$ cat src/rtl/mlsu_req_sched.sv
// mlsu_req_sched: round-robin scheduler for the shared MLSU request port with a
// one-entry registered output stage and outstanding-store tracking.
// Optional build macro: MLSU_REQ_LD_FENCE_EN (loads wait until no store is outstanding).
module mlsu_req_sched #(
    parameter int NrReq    = 3,
    parameter int ReqWidth = 128,
    parameter int MaxStOut = 4,
    localparam int IdxW    = $clog2(NrReq),
    localparam int CntW    = $clog2(MaxStOut + 1)
) (
    input  logic                      clk_i,
    input  logic                      rst_i,
    input  logic [NrReq-1:0]          req_valid_i,
    output logic [NrReq-1:0]          req_ready_o,
    input  logic [NrReq*ReqWidth-1:0] req_i,
    input  logic [NrReq-1:0]          req_is_store_i,
    output logic                      mlsu_req_valid_o,
    input  logic                      mlsu_req_ready_i,
    output logic [ReqWidth-1:0]       mlsu_req_o,
    output logic [IdxW-1:0]           mlsu_req_src_o,
    input  logic                      st_done_i,
    output logic                      st_pending_o,
    output logic [CntW-1:0]           st_cnt_o,
    output logic                      err_underflow_o
);

    typedef enum logic [0:0] {
        ST_IDLE = 1'b0,
        ST_HOLD = 1'b1
    } state_e;

    state_e              state_r;
    state_e              state_s;
    logic [ReqWidth-1:0] payload_r;
    logic [IdxW-1:0]     src_r;
    logic [IdxW-1:0]     rr_ptr_r;
    logic                st_flag_r;
    logic [CntW-1:0]     st_cnt_r;
    logic                err_r;

    logic                stage_free_s;
    logic [NrReq-1:0]    elig_s;
    logic                grant_s;
    logic [IdxW-1:0]     grant_idx_s;
    logic [IdxW:0]       idx_s;
    logic [NrReq-1:0]    ready_s;
    logic                st_inc_s;
    logic                st_dec_s;

    assign stage_free_s = (state_r == ST_IDLE) || mlsu_req_ready_i;

    // Per-requester eligibility: stores are held back once the store budget is used up.
    always_comb begin
        elig_s = {NrReq{1'b0}};
        for (int k = 0; k < NrReq; k++) begin
            if (req_is_store_i[k]) begin
                elig_s[k] = req_valid_i[k] && (st_cnt_r < CntW'(MaxStOut));
            end else begin
`ifdef MLSU_REQ_LD_FENCE_EN
                elig_s[k] = req_valid_i[k] && (st_cnt_r == {CntW{1'b0}})
                            && !((state_r == ST_HOLD) && st_flag_r);
`else
                elig_s[k] = req_valid_i[k];
`endif
            end
        end
    end

    // Round-robin pick: first eligible requester at or above the pointer, wrapping.
    always_comb begin
        grant_s     = 1'b0;
        grant_idx_s = {IdxW{1'b0}};
        idx_s       = {(IdxW + 1){1'b0}};
        ready_s     = {NrReq{1'b0}};
        if (stage_free_s && !rst_i) begin
            for (int i = 0; i < NrReq; i++) begin
                idx_s = {1'b0, rr_ptr_r} + (IdxW + 1)'(i);
                idx_s = (idx_s >= (IdxW + 1)'(NrReq)) ? idx_s - (IdxW + 1)'(NrReq) : idx_s;
                grant_idx_s = (!grant_s && elig_s[idx_s[IdxW-1:0]]) ? idx_s[IdxW-1:0] : grant_idx_s;
                grant_s     = grant_s | elig_s[idx_s[IdxW-1:0]];
            end
            if (grant_s) begin
                ready_s[grant_idx_s] = 1'b1;
            end else begin
                ready_s = {NrReq{1'b0}};
            end
        end else begin
            ready_s = {NrReq{1'b0}};
        end
    end

    // Output-stage occupancy: IDLE when empty, HOLD while a request is presented.
    always_comb begin
        state_s = state_r;
        case (state_r)
            ST_IDLE: state_s = grant_s ? ST_HOLD : ST_IDLE;
            ST_HOLD: begin
                if (mlsu_req_ready_i) begin
                    state_s = grant_s ? ST_HOLD : ST_IDLE;
                end else begin
                    state_s = ST_HOLD;
                end
            end
            default: state_s = ST_IDLE;
        endcase
    end

    // Store counter events; a retire at zero is an underflow, not a decrement.
    always_comb begin
        st_inc_s = grant_s && req_is_store_i[grant_idx_s];
        st_dec_s = st_done_i && (st_cnt_r != {CntW{1'b0}});
    end

    // State register.
    always_ff @(posedge clk_i or posedge rst_i) begin
        if (rst_i) begin
            state_r <= ST_IDLE;
        end else begin
            state_r <= state_s;
        end
    end

    // Output-stage payload; only a grant may overwrite it, so it never changes while stalled.
    always_ff @(posedge clk_i or posedge rst_i) begin
        if (rst_i) begin
            payload_r <= {ReqWidth{1'b0}};
            src_r     <= {IdxW{1'b0}};
            st_flag_r <= 1'b0;
            rr_ptr_r  <= {IdxW{1'b0}};
        end else if (grant_s) begin
            payload_r <= req_i[int'(grant_idx_s) * ReqWidth +: ReqWidth];
            src_r     <= grant_idx_s;
            st_flag_r <= req_is_store_i[grant_idx_s];
            rr_ptr_r  <= (grant_idx_s == IdxW'(NrReq - 1)) ? {IdxW{1'b0}} : grant_idx_s + IdxW'(1);
        end else begin
            payload_r <= payload_r;
            src_r     <= src_r;
            st_flag_r <= st_flag_r;
            rr_ptr_r  <= rr_ptr_r;
        end
    end

    // Outstanding-store count and sticky underflow flag.
    always_ff @(posedge clk_i or posedge rst_i) begin
        if (rst_i) begin
            st_cnt_r <= {CntW{1'b0}};
            err_r    <= 1'b0;
        end else begin
            if (st_inc_s && !st_dec_s) begin
                st_cnt_r <= st_cnt_r + CntW'(1);
            end else if (!st_inc_s && st_dec_s) begin
                st_cnt_r <= st_cnt_r - CntW'(1);
            end else begin
                st_cnt_r <= st_cnt_r;
            end
            if (st_done_i && (st_cnt_r == {CntW{1'b0}})) begin
                err_r <= 1'b1;
            end else begin
                err_r <= err_r;
            end
        end
    end

    assign req_ready_o      = ready_s;
    assign mlsu_req_valid_o = (state_r == ST_HOLD);
    assign mlsu_req_o       = payload_r;
    assign mlsu_req_src_o   = src_r;
    assign st_cnt_o         = st_cnt_r;
    assign st_pending_o     = (st_cnt_r != {CntW{1'b0}});
    assign err_underflow_o  = err_r;

endmodule

$ cat config.mk
export PLATFORM = sky130hd
export DESIGN_NAME = mlsu_req_sched
export DESIGN_NICKNAME = d
export VERILOG_FILES = /design/src/rtl/mlsu_req_sched.sv
export SDC_FILE = /design/constraint.sdc
export NUM_CORES = 1
export LEC_CHECK = 0
export CAP_MARGIN = 20
export CORE_AREA = 2 2 205 207
export CTS_BUF_LIST = sky130_fd_sc_hd__clkbuf_8
export DETAILED_ROUTE_END_ITERATION = 6
export DIE_AREA = 0 0 207 209
export PLACE_DENSITY = 0.52
export RECOVER_POWER = 25
export SYNTH_ARGS = -nofsm -noshare
export SYNTH_HDL_FRONTEND = slang
export SYNTH_SLANG_ARGS = --single-unit
$ cat constraint.sdc
create_clock -name clk_i -period 8.93 [get_ports clk_i]
set_input_delay 2.679 -clock clk_i [delete_from_list [all_inputs] [get_ports clk_i]]
set_output_delay 2.679 -clock clk_i [all_outputs]
set_load 0.02 [all_outputs]
==> results of run 1 <==
==> metal layers <==
metal / vias up / GRT usage (%)
met3: 48 / 5.24
met4: 0 / 6.13
met5: - / 0
met2: 449 / 32.4
met1: 5180 / 25.1
li1: 4880 / -
==> path summary, 6_finish.rpt <==
path	endpoint	depth (start not counted)
max	req_ready_o[0]	7
min	mlsu_req_src_o[0]	1
max reg2reg	mlsu_req_o[6]	9
min reg2reg	mlsu_req_src_o[0]	1
max in group asynchronous	mlsu_req_o[29]	3
min in group asynchronous	mlsu_req_o[44]	2
==> cells in the final DEF (no fill, tap or decap), types with 2 or more instances in the layout <==
cell	count
or3_1	2
o211ai_1	78
bufinv_16	4
a31oi_1	2
nor2_1	5
clkbuf_8	22
o211ai_2	50
ha_1	3
inv_1	138
a21boi_1	2
o31a_1	128
xor2_1	2
o21ai_1	2
nand2_1	132
dlygate4sd3_1	17
o21ai_0	128
buf_4	16
dfrtp_1	137
nand4_1	129
diode_2	2
o21bai_1	2
clkdlybuf4s50_1	515
a21o_1	3
nand2b_1	3
==> final cells by class <==
cell class	instances	area, um2
Multi-Input combinational cell	694	4720
Sequential cell	137	3430
Fill cell	4296	26000
Tap cell	539	674
Inverter	135	508
Timing Repair Buffer	549	5470
Antenna cell	2	5.00
Clock buffer	22	303
Clock inverter	10	149
==> flip-flops by register name, summed over array words and instances, names as in the netlist <==
signal / flops
err_underflow_o: 1
mlsu_req_o: 128
mlsu_req_src_o: 2
mlsu_req_valid_o: 1
rr_ptr_r: 2
st_cnt_o: 3
==> power by group <==
part	switching [uW]	internal, uW	leakage, uW
sequential	166	937	0.00167
combinational	1680	1180	0.00401
clock	261	338	0.000244
total	2110	2460	0.00593
==> synthesized netlist by cell type, drive strengths merged, types with 3 or more instances <==
library cell / n
clkbuf: 80
a21o: 3
o211ai: 128
nand2b: 3
a31oi: 3
nand2: 132
dfrtp: 137
o21ai: 131
inv: 135
nor2: 5
nand4: 129
a21boi: 3
ha: 3
buf: 48
o31a: 128
==> kinds of logic (layout without fill, tap and decap cells) <==
family | count (synthesis) | count (layout) | share of synthesized area (%)
mux | 1 | 1 | 0.123
compound gates | 405 | 405 | 34.3
xor+xnor | 3 | 3 | 0.287
flops | 137 | 137 | 37.5
buf+inv | 263 | 716 | 11.6
fa+ha+maj | 4 | 4 | 0.629
other cells | 0 | 2 | 0
simple gates | 281 | 281 | 15.6
==> per-stage QoR <==
stage,cell area (um2),std cells
2_1_floorplan,9150,1094
5_1_grt,15300,2088
3_5_place_dp,14800,2054
3_3_place_gp,14800,2054
4_1_cts,15300,2086
6_report,15300,2088
==> critical path, cell delays in order <==
cell,delay [ns]
clkdlybuf4s50_1,0.50
a21boi_1,0.34
o221ai_1,0.30
or2_2,0.37
nand2_1,0.10
nor2_1,0.05
clkdlybuf4s50_1,0.53
==> impl_results.md, run 1 <==
- Post-CTS sizing: 0
- Total chip power: roughly 4600 uW
- Clock transition at the registers of the reported paths: 0.07 ns
- Mapped Area: just over 9000 um2
- Count of cell types in the netlist: 43
- Status: finished, violations left
- Final worst slack: ~1.4 ns
- Number of max-cap violations: 1
- R2R Path Start: rr_ptr_r[0]
- Maximum VDD drop: roughly 0.22 mV
- Critical path fanouts, max: 3
- DR WL/cell: 21.1 um
- Placer's final routability congestion estimate: 0.880
- Min-delay src: mlsu_req_src_o[0]
- R2R Setup Slk: a little over 5 ns
- Failing checks: max-capacitance violations, max-slew violations
- Hold Buf Count CTS: 0
- Setup crit start: req_valid_i[2]
- Later-pin clock latency in the skew report: ~0.47 ns
- Pre-antenna DRT Iters: 5
- Clock Path Buffers: 2
- Endpoints failing setup: 0
- WL met2: ~21000 um
- Htree depth: 4
- Final Hold Vio Count: 0
- Highest clock rate: between 0.1 and 0.15 GHz
- Setup Skew: approximately 0.015 ns
- Slew @ Worst Pin: between 4 and 5 ns
- #FFs+latches synth: approximately 140
- Synth Area per Inst: 8.36 um2
- PD cells: between 200 and 300 nW/um2
- # clock sinks: 137
- Clk root buf: clkbuf_8
- Worst setup path class: input port to output pin
- Largest net degree at the start of global routing: roughly 180
- Share of cells above drive strength 1: 6.92%
- First-pass GRT wire length: 66600 um
- Synth-to-Final Area Change: 66.8%
- Pre-CTS setup slack: 1.43 ns
- Fin Setup TNS: 0 ns
- Initial Util: 22.2%
- Synth warn: 0
- CTS tree: built
- I/O Buffers: 532
- Final wirelength: 44000 um
- DPL Wire Length: a little under 30000 um
- Fin crit share: 84.6%
- CP Capture Type: output pin
- Slew HR: -195%
- Metal3 WL: a little over 3000 um
- M1 WL: 18600 um
- Worst hold slack: ~0.48 ns
- Area leader, netlist: dfrtp_1
- Vias in the first global route: approximately 11000
- Max Slew Vio Count: 89
- Core Region: just over 40000 um2
- Initial antenna violation count: 2
- Total gr overflow: 0
- NumNets Final: around 1900
- Post-layout util: a little under two fifths
- Tot GR Track Use: between 10% and 20%
- Via count: ~11000
- RSZ-0062 raised after global routing: no
- Crit path time final: about 7.6 ns
- DR iter-0 viols: 600
- Ports: ~530
- Total die area: approximately 43000 um2
- Vias/cell: about 5.1
- Core Rows: 75
- Width of the die: 207 um
- Worst hold path type: register to register
- Synth async-reset ratio: 100%
- Die span in y: around 210 um
- CP startpoint kind: input port
- Routed Antenna Nets: 0
- Data arrival, critical path: 4.87 ns
- Drt drc: 0
- CP Data Required Time: around 6.3 ns
- Top cell type's share of synthesized area: 37.5%
- Synth area leaders: dfrtp_1, o31a_1, nand4_1
- Synthesized instance count: 1094
- Number of synthesized flops with an enable pin: 0
- TritonCTS buffer count: 17
- Postcts setup bufs: 0
- Top layer reached by signal wires: met4
- Static Leak: 0.00593 uW
- Seq/Total Area, Yosys: 37.5%
- Syn_nets: ~1500
- Most used DFF post-synth: dfrtp_1
No activity file was read; power rests on OpenSTA's default activity.
==> inputs of run 2 (changes only) <==
--- a/config.mk
+++ b/config.mk
@@ -10,7 +10,7 @@
 export CTS_BUF_LIST = sky130_fd_sc_hd__clkbuf_8
 export DETAILED_ROUTE_END_ITERATION = 6
 export DIE_AREA = 0 0 207 209
-export PLACE_DENSITY = 0.52
+export PLACE_DENSITY = 0.54
 export RECOVER_POWER = 25
 export SYNTH_ARGS = -nofsm -noshare
 export SYNTH_HDL_FRONTEND = slang
==> constraint.sdc (replaced) <==
create_clock -name clk_i -period 6.19 [get_ports clk_i]
set_input_delay 1.857 -clock clk_i [delete_from_list [all_inputs] [get_ports clk_i]]
set_output_delay 1.857 -clock clk_i [all_outputs]
set_load 0.02 [all_outputs]
==> impl_results.md, run 2 (synthesis gave the netlist of run 1 again) <==
- Initial Util: 22.2% (unchanged)
- Critical-path top delay cell: clkdlybuf4s50_1
- Final Hold Vio Count: 0 (unchanged)
- First-pass GRT wire length: 66500 um (-0.15%)
- Non-filler cells, final: 2089 (+0.048%)
- Postcts setup bufs: 0 (unchanged)
- Clock Path Buffers: 2 (unchanged)
- CTS tree: built
- Largest register FFs: 128 (unchanged)
- Slew @ Worst Pin: 2.66 ns (-1.74 ns)
- Critical Path Max Stage Delay: 0.53 ns (about the same)
- Failing checks: max-capacitance violations, max-slew violations
- Highest clock rate: about 0.17 GHz
- Clk root buf: clkbuf_8
- CP Data Required Time: 4.33 ns (-1.92 ns)
- Pre-antenna DRT Iters: 5 (unchanged)
- Fillcell total: 4296 (unchanged)
- Hold Crit Depth: 1 (unchanged)
- Tot GR Track Use: 19.6% (-0.038 points)
- Synth-to-Final Area Change: 65.9%
- Worst setup path class: input port to output pin
- Worst hold slack: 0.488 ns (+0.0108 ns)
- Total die area: 43300 um2 (unchanged)
- Status: finished, violations left
- Fin crit share: a little over nine tenths
- Post-CTS sizing: 0 (unchanged)
- DR iter-0 viols: 832 (+39%)
- Die span in y: 209 um (unchanged)
- Largest net degree at the start of global routing: 178 (+1.1%)
- Width of the die: 207 um (unchanged)
- Drt drc: 0 (unchanged)
- Placer's final routability congestion estimate: 0.903 (+2.6%)
- Core Rows: 75 (unchanged)
- Area of the multi-input gates: 4720 um2 (unchanged)
- PD cells: 425 nW/um2 (+42%)
- Vias in the first global route: 10600 (-0.58%)
- Final wirelength: 43800 um (-0.31%)
- Number of max-cap violations: 1 (unchanged)
- Via count: 10500 (-0.12%)
- Slew HR: -78.5% (+120 points)
- Setup Skew: 0.0193 ns (+0.00468 ns)
- WHS Endpoint: mlsu_req_src_o[0]
- Clock network fraction of total power: 11.2% (-1.9 points)
- Post-layout util: 36.7% (-0.19 points)
- Clock transition at the registers of the reported paths: 0.07 ns (about the same)
- Hold Buf Count CTS: 0 (unchanged)
- Critical-path cell list: clkdlybuf4s50_1 -> a21boi_1 -> o221ai_1 -> or2_2 -> nand2_1 -> nor2_1 -> clkdlybuf4s50_1
- Setup crit start: req_valid_i[2]
- Critical path fanouts, max: 3 (unchanged)
- Sw Ratio: 47.0% (+0.81 points)
- Worst R2R Path Depth: 9 (unchanged)
- CP most frequent cell: clkdlybuf4s50_1
- NumNets Final: 1932 (unchanged)
- Reg-to-reg endpoint: mlsu_req_o[74]
- # clock sinks: 137 (unchanged)
- RSZ-0062 raised after global routing: no
- Static Leak: 0.00586 uW (-1.0%)
- Endpoints failing setup: 0 (unchanged)
- DR WL/cell: 21.0 um (-0.36%)
- TritonCTS buffer count: 17 (unchanged)
- Most frequent cells in the layout: clkdlybuf4s50_1, inv_1, dfrtp_1, nand2_1, nand4_1
- CP Capture Type: output pin
- Int Pwr: 3420 uW (+39%)
- DPL Wire Length: 28800 um (-1.9%)
- Routed Antenna Nets: 0 (unchanged)
- Total gr overflow: 0 (unchanged)
- Core Region: 41300 um2 (unchanged)
- R2R Setup Slk: 2.50 ns (-2.54 ns)
- Sequential group share of total power: 24.6% (+0.5 points)
- Later-pin clock latency in the skew report: 0.47 ns (about the same)
- Fin Setup TNS: 0 ns (unchanged)
- Vias/cell: 5.05 (-0.17%)
- Worst hold path type: register to register
- Commonest non-fill, non-tap cell in the layout: clkdlybuf4s50_1
- Htree depth: 4 (unchanged)
- Share of cells above drive strength 1: 6.79% (-0.12 points)
- R2R Path Start: rr_ptr_r[0]
- Data arrival, critical path: 4.02 ns (-0.85 ns)
- Dpl cells: 2054 (unchanged)
- NetSw: 3030 uW (+44%)
- Initial antenna violation count: 4 (+2)
- CP startpoint kind: input port
- Maximum VDD drop: 0.367 mV (+70%)
- Crit path time final: between 5 and 6 ns
- Combinational group share of total power: 64.2% (+1.5 points)
- Max Slew Vio Count: 55 (-38%)
- Min-delay src: mlsu_req_src_o[0]
- I/O Buffers: 532 (unchanged)
- Ports: 533 (unchanged)
- Reg area: 3430 um2 (unchanged)
[run 2: critical path: cells and delay by family]
family | cells | cell delay, ns
and+or+nand+nor | 3 | 0.53
AOI/OAI and AO/OA | 2 | 0.61
buffers and inverters | 2 | 1.02
[run 2: final cells by class]
cell class,count,share of cell area [%]
repair buffers,549,36.1
multi-input cells,694,31.1
diodes,4,0.0660
flip-flops and latches,137,22.6
clock inverters,11,0.552
well taps,539,4.44
clock buffers,20,1.81
inverters,135,3.35
[run 2: per-stage QoR]
stage	area (um2)	setup slack [ns]	power, uW
final	15200	0.314	6450
after global routing	15200	0.195	6850
after CTS	15200	0.319	6550
after detailed placement	14800	0.329	5780
after global placement	14800	0.318	5760
after floorplan	9150	0.665	3920
[run 2: worst max-delay path by stage]
| stage | end | cells after the start |
|---|---|---|
| 2_1_floorplan | err_underflow_o | 1 |
| 3_3_place_gp | req_ready_o[0] | 7 |
| 3_5_place_dp | req_ready_o[0] | 7 |
| 4_1_cts | req_ready_o[0] | 7 |
| 5_1_grt | req_ready_o[0] | 7 |
| 6_report | req_ready_o[0] | 7 |
[run 2: power by group through the flow]
| stage | combinational, uW | clock (uW) | sequential, uW |
|---|---|---|---|
| after floorplan | 1810 | 0 | 2110 |
| after global placement | 4170 | 0 | 1590 |
| after detailed placement | 4180 | 0 | 1600 |
| after CTS | 4190 | 763 | 1590 |
| after global routing | 4410 | 791 | 1650 |
| final | 4140 | 720 | 1590 |
[run 2: layer usage]
metal  part of all wire, %  GRT usage (%)  vias to the layer above
li1                      -              -                     4885
met1                    42           24.7                     5209
met2                    49           32.9                      408
met3                   6.6           5.24                       40
met4                   1.9           5.79                        2
met5                 0.036              0                        -
==> inputs of run 3 (changes only) <==
==> config.mk (replaced) <==
export PLATFORM = sky130hd
export DESIGN_NAME = mlsu_req_sched
export DESIGN_NICKNAME = d
export VERILOG_FILES = /design/src/rtl/mlsu_req_sched.sv
export SDC_FILE = /design/constraint.sdc
export NUM_CORES = 1
export LEC_CHECK = 0
export CAP_MARGIN = 20
export CORE_AREA = 2 2 208 210
export DETAILED_ROUTE_END_ITERATION = 6
export DIE_AREA = 0 0 210 212
export PLACE_DENSITY = 0.53
export RECOVER_POWER = 50
export SKIP_CTS_REPAIR_TIMING = 1
export SYNTH_ARGS = -nofsm -noshare
export SYNTH_HDL_FRONTEND = slang
export SYNTH_SLANG_ARGS = --single-unit
==> impl_results.md, run 3 (synthesis gave the netlist of run 1 again) <==
- Later-pin clock latency in the skew report: 0.43 ns (-0.04 ns)
- Total gr overflow: 0 (unchanged)
- Maximum VDD drop: 0.326 mV (-11%)
- Final wirelength: 44500 um (+1.6%)
- Initial antenna violation count: 2 (-2)
- DR iter-0 viols: 765 (-8.1%)
- Share of cells above drive strength 1: 6.68% (-0.11 points)
- CP startpoint kind: input port
- Core Region: 42500 um2 (+2.9%)
- Via count: 10600 (+0.44%)
- CP Depth: 7 (unchanged)
- R2R Setup Slk: 2.47 ns (-0.03 ns)
- Fin crit share: 94.4% (-0.50 points)
- WHS Endpoint: err_underflow_o
- CP most frequent cell: clkdlybuf4s50_1
- Static Leak: 0.00601 uW (+2.5%)
- Reg-to-reg endpoint: mlsu_req_o[6]
- Clock transition at the registers of the reported paths: 0.06 ns (about the same)
- Crit path time final: 5.85 ns (-0.0308 ns)
- R2R Path Start: rr_ptr_r[0]
- Width of the die: 210 um (+1.4%)
- Critical-path top delay cell: clkdlybuf4s50_1
- First-pass GRT wire length: 66200 um (-0.34%)
- Worst hold slack: 0.470 ns (-0.0175 ns)
- Clk root buf: clkbuf_16
- Setup Skew: 0.0121 ns (-0.00718 ns)
- Htree depth: 4 (unchanged)
- Largest register FFs: 128 (unchanged)
- Most frequent cells in the layout: clkdlybuf4s50_1, dfrtp_1, inv_1, nand2_1, nand4_1
- Largest net degree at the start of global routing: 172 (-3.4%)
- I/O Buffers: 532 (unchanged)
- Pre-antenna DRT Iters: 7 (+2)
- Slew @ Worst Pin: 2.87 ns (+0.209 ns)
- Placed inst area: 14800 um2 (+0.11%)
- # clock sinks: 137 (unchanged)
- Die span in y: 212 um (+1.4%)
- Max Slew Vio Count: 65 (+18%)
- DR WL/cell: 21.3 um (+1.6%)
- Global routing met3 resource utilization: 4.53% (-0.71 points)
- Critical-path cell list: clkdlybuf4s50_1 -> nand2b_1 -> a31oi_1 -> o221ai_4 -> or2_4 -> nor2_1 -> clkdlybuf4s50_1
- Critical Path Max Stage Delay: 0.61 ns (+0.08 ns)
- Synth-to-Final Area Change: 68.0%
- Worst hold path type: register to register
- Fillcell total: 4404 (+2.5%)
- Highest clock rate: 0.171 GHz (+0.53%)
- GRT busiest layer: met2
- Failing checks: max-capacitance violations, max-slew violations
- Final Hold Vio Count: 0 (unchanged)
- Commonest non-fill, non-tap cell in the layout: clkdlybuf4s50_1
- Vias in the first global route: 10800 (+2.0%)
- PD cells: 432 nW/um2 (+1.7%)
- Reg area: 3430 um2 (unchanged)
- Ports: 533 (unchanged)
- Critical path fanouts, max: 4 (+1)
- Worst setup path class: input port to output pin
- Initial Util: 21.5% (-0.63 points)
- Number of max-cap violations: 1 (unchanged)
- NumNets Final: 1933 (+0.052%)
- Slew HR: -91.5% (-13 points)
- CTS tree: built
- Drt drc: 0 (unchanged)
- Vias/cell: 5.07 (+0.39%)
- Hold Crit Depth: 1 (unchanged)
- Area of the multi-input gates: 4720 um2 (unchanged)
- Min-delay src: err_underflow_o
- DPL Wire Length: 29400 um (+2.1%)
- Endpoints failing setup: 0 (unchanged)
- Core Rows: 76 (+1.3%)
- CP Data Required Time: 4.33 ns (about the same)
- Total die area: 44500 um2 (+2.9%)
- Fin Setup TNS: 0 ns (unchanged)
- Tot GR Track Use: 19.2% (-0.39 points)
- Clock Path Buffers: 2 (unchanged)
- TritonCTS buffer count: 17 (unchanged)
- Met1 GRT Util: 23.9% (-0.78 points)
- Post-layout util: 36.1% (-0.61 points)
- RSZ-0062 raised after global routing: no
- Worst R2R Path Depth: 9 (unchanged)
- Data arrival, critical path: 3.99 ns (-0.03 ns)
- Design Area, Final: 15400 um2 (+1.2%)
- Routed Antenna Nets: 0 (unchanged)
- Top Family by Delay on Critical Path: buffers and inverters
- Placer's final routability congestion estimate: 0.841 (-6.9%)
- Met2 Resource Use GR: 32.5% (-0.38 points)
- Critical path buffer and inverter count: 2 (unchanged)
- Status: finished, violations left
- CP Capture Type: output pin
[run 3: changes by cell type in the layout (fill, tap and decap cells not counted), sizes merged]
cell           previous run  this run
dlygate4sd3               2        70
buf                      15        18
inv                     138       135
clkdlybuf4s50           530       462
clkinvlp                  3         1
diode                     4         2
clkinv                    4         2
[run 3: worst max-delay path by stage]
| stage | slack, ns | startpoint | endpoint |
|---|---|---|---|
| after floorplan | 0.67 | rst_i | err_underflow_o |
| after global placement | 0.35 | req_is_store_i[1] | req_ready_o[0] |
| after detailed placement | 0.34 | req_is_store_i[1] | req_ready_o[0] |
| after CTS | 0.33 | req_is_store_i[1] | req_ready_o[0] |
| after global routing | 0.24 | req_valid_i[0] | req_ready_o[0] |
| final | 0.34 | req_is_store_i[1] | req_ready_o[0] |
[run 3: power by group]
group / leakage (uW) / internal [uW] / total, uW / switching [uW]
Sequential: 0.00167 / 1350 / 1590 / 236
Clock: 0.000256 / 570 / 976 / 406
Combinational: 0.00408 / 1660 / 4080 / 2420
[run 3: layout make-up]
cell class	count	area share (%)
Clock inverter	4	0.309
Inverter	135	3.30
Multi-Input combinational cell	694	30.7
Antenna cell	2	0.0326
Tap cell	546	4.45
Timing Repair Buffer	550	35.8
Sequential cell	137	22.3
Clock buffer	22	3.09
[run 3: worst reg2reg max path, cell delays in order (launching register included)]
cell and delay [ns]:
dfrtp_1 0.36, inv_1 0.05, ha_1 0.36, nand2_1 0.25, o221ai_1 0.24, nor4_4 0.30
buf_12 0.57, buf_4 1.08, o31a_1 0.28, o211ai_1 0.08
[run 3: metrics by stage]
step	setup WS [ns]	total power [uW]	instances
after floorplan	0.665	3920	1094
after detailed placement	0.338	5800	2062
after CTS	0.333	6820	2088
after global placement	0.350	5780	2062
final	0.344	6640	2090
after global routing	0.239	7060	2090
[run 3: routing by layer]
metal	vias to the layer above	part of all wire, %
met1	5232	41
met2	426	49
met3	52	6.7
met5	-	0
met4	0	2.6
li1	4880	-
